[src/rtl/mem_arbiter.sv]
// Shares one SRAM port between the CPU and a loader; request-to-ack latency is WAIT_CYCLES+1 cycles.
// Level-held requests wait while busy; define MEM_ARB_RR_EN for round-robin instead of fixed CPU priority.
module mem_arbiter #(
  parameter int WAIT_CYCLES = 2
) (
  input  logic        Clk,
  input  logic        Reset,
  input  logic        cpu_req,
  input  logic        cpu_we,
  input  logic [15:0] cpu_addr,
  input  logic [15:0] cpu_wdata,
  output logic        cpu_ack,
  output logic [15:0] cpu_rdata,
  input  logic        ldr_req,
  input  logic        ldr_we,
  input  logic [15:0] ldr_addr,
  input  logic [15:0] ldr_wdata,
  output logic        ldr_ack,
  output logic [15:0] ldr_rdata,
  output logic [15:0] ADDR,
  output logic        OE,
  output logic        WE,
  output logic [15:0] Data_to_SRAM,
  input  logic [15:0] Data_from_SRAM,
  output logic        busy
);
  typedef enum logic [1:0] {IDLE, ACCESS, DONE} state_t;

  state_t     state, state_nxt;
  logic [3:0] cnt;
  logic       op_we;
  logic       win_ldr;
  logic       pick_ldr;
  logic       any_req;
  logic       last_cyc;

  assign any_req  = cpu_req | ldr_req;
  assign last_cyc = (cnt == 4'd0);

`ifdef MEM_ARB_RR_EN
  logic last_ldr;

  // On a tie the port that did not win last time gets the grant.
  assign pick_ldr = ldr_req & (~cpu_req | ~last_ldr);

  always_ff @(posedge Clk or posedge Reset) begin
    if (Reset)
      last_ldr <= 1'b1;
    else if (state == IDLE && any_req)
      last_ldr <= pick_ldr;
  end
`else
  assign pick_ldr = ~cpu_req;
`endif

  always_ff @(posedge Clk or posedge Reset) begin
    if (Reset) state <= IDLE;
    else       state <= state_nxt;
  end

  // Strobes and acks decode straight from the state so reset releases them immediately.
  always_comb begin
    state_nxt = state;
    OE        = 1'b1;
    WE        = 1'b1;
    cpu_ack   = 1'b0;
    ldr_ack   = 1'b0;
    busy      = 1'b1;
    case (state)
      IDLE: begin
        busy = 1'b0;
        if (any_req) state_nxt = ACCESS;
      end
      ACCESS: begin
        OE = op_we;
        WE = ~op_we;
        if (last_cyc) state_nxt = DONE;
      end
      DONE: begin
        cpu_ack   = ~win_ldr;
        ldr_ack   = win_ldr;
        state_nxt = IDLE;
      end
      default: state_nxt = IDLE;
    endcase
  end

  always_ff @(posedge Clk or posedge Reset) begin
    if (Reset) begin
      ADDR         <= 16'h0000;
      Data_to_SRAM <= 16'h0000;
      op_we        <= 1'b0;
      win_ldr      <= 1'b0;
      cnt          <= 4'd0;
      cpu_rdata    <= 16'h0000;
      ldr_rdata    <= 16'h0000;
    end else begin
      case (state)
        IDLE: begin
          if (any_req) begin
            win_ldr      <= pick_ldr;
            ADDR         <= pick_ldr ? ldr_addr  : cpu_addr;
            Data_to_SRAM <= pick_ldr ? ldr_wdata : cpu_wdata;
            op_we        <= pick_ldr ? ldr_we    : cpu_we;
            cnt          <= 4'(WAIT_CYCLES - 1);
          end
        end
        ACCESS: begin
          if (!last_cyc) cnt <= cnt - 4'd1;
          if (last_cyc && !op_we) begin
            if (win_ldr) ldr_rdata <= Data_from_SRAM;
            else         cpu_rdata <= Data_from_SRAM;
          end
        end
        default: ;
      endcase
    end
  end
endmodule

[config.mk]
export PLATFORM = sky130hd
export DESIGN_NAME = mem_arbiter
export DESIGN_NICKNAME = d
export VERILOG_FILES = /design/src/rtl/mem_arbiter.sv
export SDC_FILE = /design/constraint.sdc
export NUM_CORES = 1
export LEC_CHECK = 0
export CORE_MARGIN = 2
export CORE_UTILIZATION = 44
export CTS_CLUSTER_SIZE = 20
export DETAILED_ROUTE_END_ITERATION = 7
export PLACE_DENSITY = 0.87
export SKIP_CTS_REPAIR_TIMING = 1
export SYNTH_ARGS = -nofsm -noshare
export SYNTH_HDL_FRONTEND = slang
export SYNTH_SLANG_ARGS = --single-unit
[constraint.sdc]
create_clock -name Clk -period 4.23 [get_ports Clk]
set_input_delay 0.423 -clock Clk [delete_from_list [all_inputs] [get_ports Clk]]
set_output_delay 0.423 -clock Clk [all_outputs]
set_load 0.01 [all_outputs]
-- After elaboration in Yosys (flattened, before gate mapping)
Cells that the tools add are included.
- bits in registers: 72
- output and inout bits: 69
- logic and storage cells: 42
- add/sub/neg operators: 1
- equality and inequality tests: 5
- multiplexer cells: 14
- bitwise gates (word level): 4
- reductions and logical operators: 10
- operators with widths (operator ; count):
    two-way mux 16 bit ; 2
    AND reduction 3 bit ; 3
    two-way mux 4 bit ; 2
    case mux 4 bit (2 select lines) ; 1
    two-way mux 1 bit ; 6
    != test 2 bit (second input constant) ; 3
    zero test 4 bit ; 1
    two-way mux 2 bit ; 2
    case mux 2 bit (2 select lines) ; 1
    AND reduction 2 bit ; 2
    subtractor 4 x 1 -> 4 bit (second input constant) ; 1
    NOT 1 bit ; 3
    equality test 2 x 1 -> 1 bit (second input constant) ; 1
    equality test 2 bit (second input constant) ; 1
    zero test 2 bit ; 1
    nonzero test 2 bit ; 1
    logical AND 1 bit ; 1
    zero test 1 bit ; 1
    OR 1 bit ; 1

-- Logic depth before layout (Yosys ltp)
- word-level depth: 3
- mapped depth: 7

-- Worst setup path after synthesis
No wires, ideal clock.
- path kind: reg2reg
- start point: reg cnt[2]
- end point: reg ldr_rdata[0]
- arrival time: 1.847 ns
- data required time: 4.105 ns
- setup slack: 2.258 ns
- cell stages (with the launch flop): 6
- buffers on the path: 2
- period minus slack after synthesis: 1.972 ns
- cells stage by stage: dfrtp_1 or3b_1 or4_1 buf_6 buf_12 mux2_4
- longest elaborated chain between the ends: 3
- RTL lines (item ; RTL line ; text):
    from (decl) ; 30 ; logic [3:0] cnt;
    from (signal assigned) ; 105 ; cnt <= 4'(WAIT_CYCLES - 1);
    from (signal assigned) ; 109 ; if (!last_cyc) cnt <= cnt - 4'd1;
    zero test 4 bit ; 38 ; assign last_cyc = (cnt == 4'd0);
    logical AND 1 bit ; 110 ; if (last_cyc && !op_we) begin
    AND reduction 3 bit (no line) ; -- ;
    to (signal assigned) ; 111 ; if (win_ldr) ldr_rdata <= Data_from_SRAM;
    to (decl) ; 19 ; output logic [15:0] ldr_rdata,
Every way passes these cells.
A chain may end at the register's enable or synchronous reset.

-- Worst setup path after layout
- start point: reg cnt[2]
- end point: reg ldr_rdata[9]
Same word-level chain as after synthesis.

==> flow_results.org <==
** Run status
- Outcome :: finished, final reports clean

** Pwr
- IR drop worst, VDD :: approximately 0.41 mV
- The analysis attributes to cell leakage a power of 2.16 nW.
- Ratio of total power to cell area :: between 600 and 700 mW/mm^2
- Total Power :: 3.55 mW

** STA
- Post-layout min period :: 2.34 ns
- Setup repair after global routing missed its margin :: no
- Relative slew slack :: 38.8%
- Summed over all failing endpoints, the final setup total negative slack is 0 ns.
- Final Skew :: roughly 0.011 ns
- For the pin with the worst max-slew slack, the measured transition is 0.918 ns.
- Timing would allow up to 0.428 GHz.
- Total count of hold-check failures in the final report :: 0
- The number of pins exceeding their max-slew limit in the final report came to 0.
- Number of failing setup endpoints in the final timing report :: 0
- Dividing the final minimum period by the clock period gives 55.3%.

** Drt
- After detailed routing, the average wire length per cell comes to 16.1 um.
- Number of design-rule violations left by the first detailed-router iteration :: 66
- Summed over all layers, the routed wires come to roughly 7700 um.
- The detail route stage leaves a number of antenna-violating nets equal to 0.
- After detailed routing, the number of remaining DRC violations is 0.
- Total number of vias :: roughly 2,300
- First-pass DRT Iterations :: 4
- Drt via density :: 4.87

** Finish
- Number of antenna repair diodes :: 0
- Highest-count cells in the layout ignoring fill and taps :: sky130_fd_sc_hd__clkdlybuf4s50_1 (154), sky130_fd_sc_hd__mux2_2 (79), sky130_fd_sc_hd__dfrtp_1 (72)
- The post-route netlist has 31.7% of its cells at a drive strength greater than 1.
- Leaving out fill and tap cells, the most frequent cell in the layout is sky130_fd_sc_hd__clkdlybuf4s50_1.
- Synthesis-to-finish area growth :: 54.8%
- Summing all non-filler instances in the final layout gives an area of about 0.0051 mm^2.
- The final layout contains 463 nets.
- Post-Layout Cell Count :: 478

** GRT
- Entering global routing, the biggest net connects 46 pins.
- The first global-routing pass estimated about 13,000 um of wire.
- The number of global-route vias before repair is 2,524.
- The initial antenna violation count was 0.
- Global routing used 19.3% of the available tracks.
- Remaining global-route overflow :: 0

** Critical path
- By startpoint and endpoint, the worst setup path is classified as reg -> reg.
- Setup crit start kind :: flop
- In this run the worst setup path begins at cnt[2]$_DFFE_PP0P_.
- Largest fanout of any net on the critical path :: 16
- Flop2flop setup slack :: 1.89 ns
- Data arrives at the worst endpoint at 2.55 ns.
- STA classifies the critical path endpoint as a flop.
- At the worst endpoint, the required time is 4.44 ns.
- The startpoint identified for the worst register-to-register timing path is cnt[2]$_DFFE_PP0P_.

** Yosys
- Count of distinct cell types in the synthesized netlist :: 26
- Yosys printed 0 warnings.
- Mean instance size in the synthesized netlist :: 15.1 um^2
- Portion of the post-synthesis area used by sequential elements :: between 50% and 60%
- Post-synth net total :: 306
- The cell count after synthesis came out at 218.
- Area of the mapped netlist :: between 0.003 and 0.004 mm^2
- Number of synthesized register bits :: 72

** Die
- Total number of placement rows :: 31
- The die is 90.6 um tall.
- In this run the standard cell core region covers 0.00725 mm^2.
- Total I/O pin count :: 155
- For this configuration, the core starts out at a cell density of 45.5%.
- Die area :: 0.00821 mm^2
- Width of the die :: roughly 91 um

** Clocking
- TritonCTS built the clock tree.
- The tree is rooted in a sky130_fd_sc_hd__clkbuf_8.
- The number of clock buffers added by TritonCTS is 9.
- CTS saw 72 sinks.
- For the worst-skew pair, the clock arrives at the later sink with an insertion delay of 0.34 ns.
- The clock tree synthesis step divided the H-tree into 3 levels.
- In this run the deepest clock path goes through 2 buffers.
- CTS clk-pin slew, worst paths :: 0.07 ns

** Placement
- Half-perimeter wire length after detailed placement :: 5760 um
- Post-place instance area :: 0.00490 mm^2
- Routability-driven placement finished with a final weighted congestion of 0.764.
- Buffers placed on the I/O ports in this run total 154.
- The number of placed instances, taps included, is between 400 and 500.

** Job
- Across the run, the number of max-cap violations was 0.

** Worst hold path
- Tightest Hold Check Type :: reg -> reg
- The worst hold path begins at ADDR[4]$_DFFE_PP0P_.
-- report_power, final --
part	total [mW]	switching [mW]	leakage [nW]	internal, mW
sequential	1.25	0.207	0.846	1.04
combinational	1.73	0.622	1.21	1.10
clock	0.573	0.247	0.101	0.327
total	3.55	1.08	2.16	2.47
-- stage by stage --
step / hold WS, ns / utilization, % / setup WS (ns)
floorplan: 0.523 / - / 1.98
CTS: 0.510 / 70.5 / 1.87
detailed placement: 0.492 / 67.6 / 1.74
finish: 0.508 / 70.5 / 1.89
global route: 0.524 / 70.5 / 1.80
global placement: 0.489 / 67.6 / 1.83
-- synth_stat cells, drive strengths merged --
library cell / count / area (um^2)
or3b: 1 / 8.76
o21ai: 4 / 20.0
mux2: 99 / 1190
or2b: 1 / 7.51
dfrtp: 72 / 1800
inv: 6 / 22.5
clkbuf: 5 / 18.8
nor2: 4 / 15.0
mux2i: 1 / 10.0
nand2b: 2 / 12.5
buf: 6 / 71.3
a21oi: 3 / 15.0
or4: 2 / 15.0
o22ai: 1 / 6.26
nand4b: 1 / 8.76
nor3: 1 / 5.00
nor2b: 1 / 6.26
or2: 1 / 6.26
nand2: 1 / 3.75
o221ai: 1 / 8.76
nor3b: 3 / 22.5
ha: 2 / 25.0
-- routing by layer --
metal	up-vias	global-route usage (%)	wire [um]	share of wire [%]
met4	0	8.46	165	2.1
li1	1089	-	-	-
met1	1136	21.6	2970	39
met2	91	34.9	4120	53
met3	13	4.59	447	5.8
met5	-	0	0	0
-- state kept, by name, summed over array words and instances, names as in the netlist --
signal        count
Data_to_SRAM     16
cpu_rdata        16
state             2
ldr_rdata        16
win_ldr           1
cnt               4
ADDR             16
op_we             1
-- logic make-up after synthesis --
logic type      count (synthesis)  share of synthesized area (%)
fa+ha+maj                       2                          0.758
buf+inv                        17                           3.41
flops                          72                           54.6
simple gates                   18                           3.37
compound gates                  9                           1.52
mux                           100                           36.4
-- path summary, 6_finish.rpt --
check                      cells past startpoint                       end
setup / recovery                               3  ldr_rdata[9]$_DFFE_PP0P_
hold / removal                                 1       ADDR[4]$_DFFE_PP0P_
setup reg to reg                               3  ldr_rdata[9]$_DFFE_PP0P_
hold reg to reg                                1       ADDR[4]$_DFFE_PP0P_
max in group asynchronous                      3       ADDR[6]$_DFFE_PP0P_
min in group asynchronous                      2  ldr_rdata[4]$_DFFE_PP0P_
-- worst max-delay path, cell delays in order (launching register included) --
cell and delay, ns:
sky130_fd_sc_hd__dfrtp_1 0.42, sky130_fd_sc_hd__or3b_1 0.44, sky130_fd_sc_hd__or4_1 0.92, sky130_fd_sc_hd__mux2_4 0.45
-- layout make-up --
cell class                 instances  area [um^2]
fill                             518         2140
multi-input combinational        129         1390
inverter                           6         22.5
sequential                        72         1800
clock inverter                     6         85.1
timing repair buffer             157         1560
clock buffer                       9          124
tap                               99          124
(Power assumes the default switching activity.)
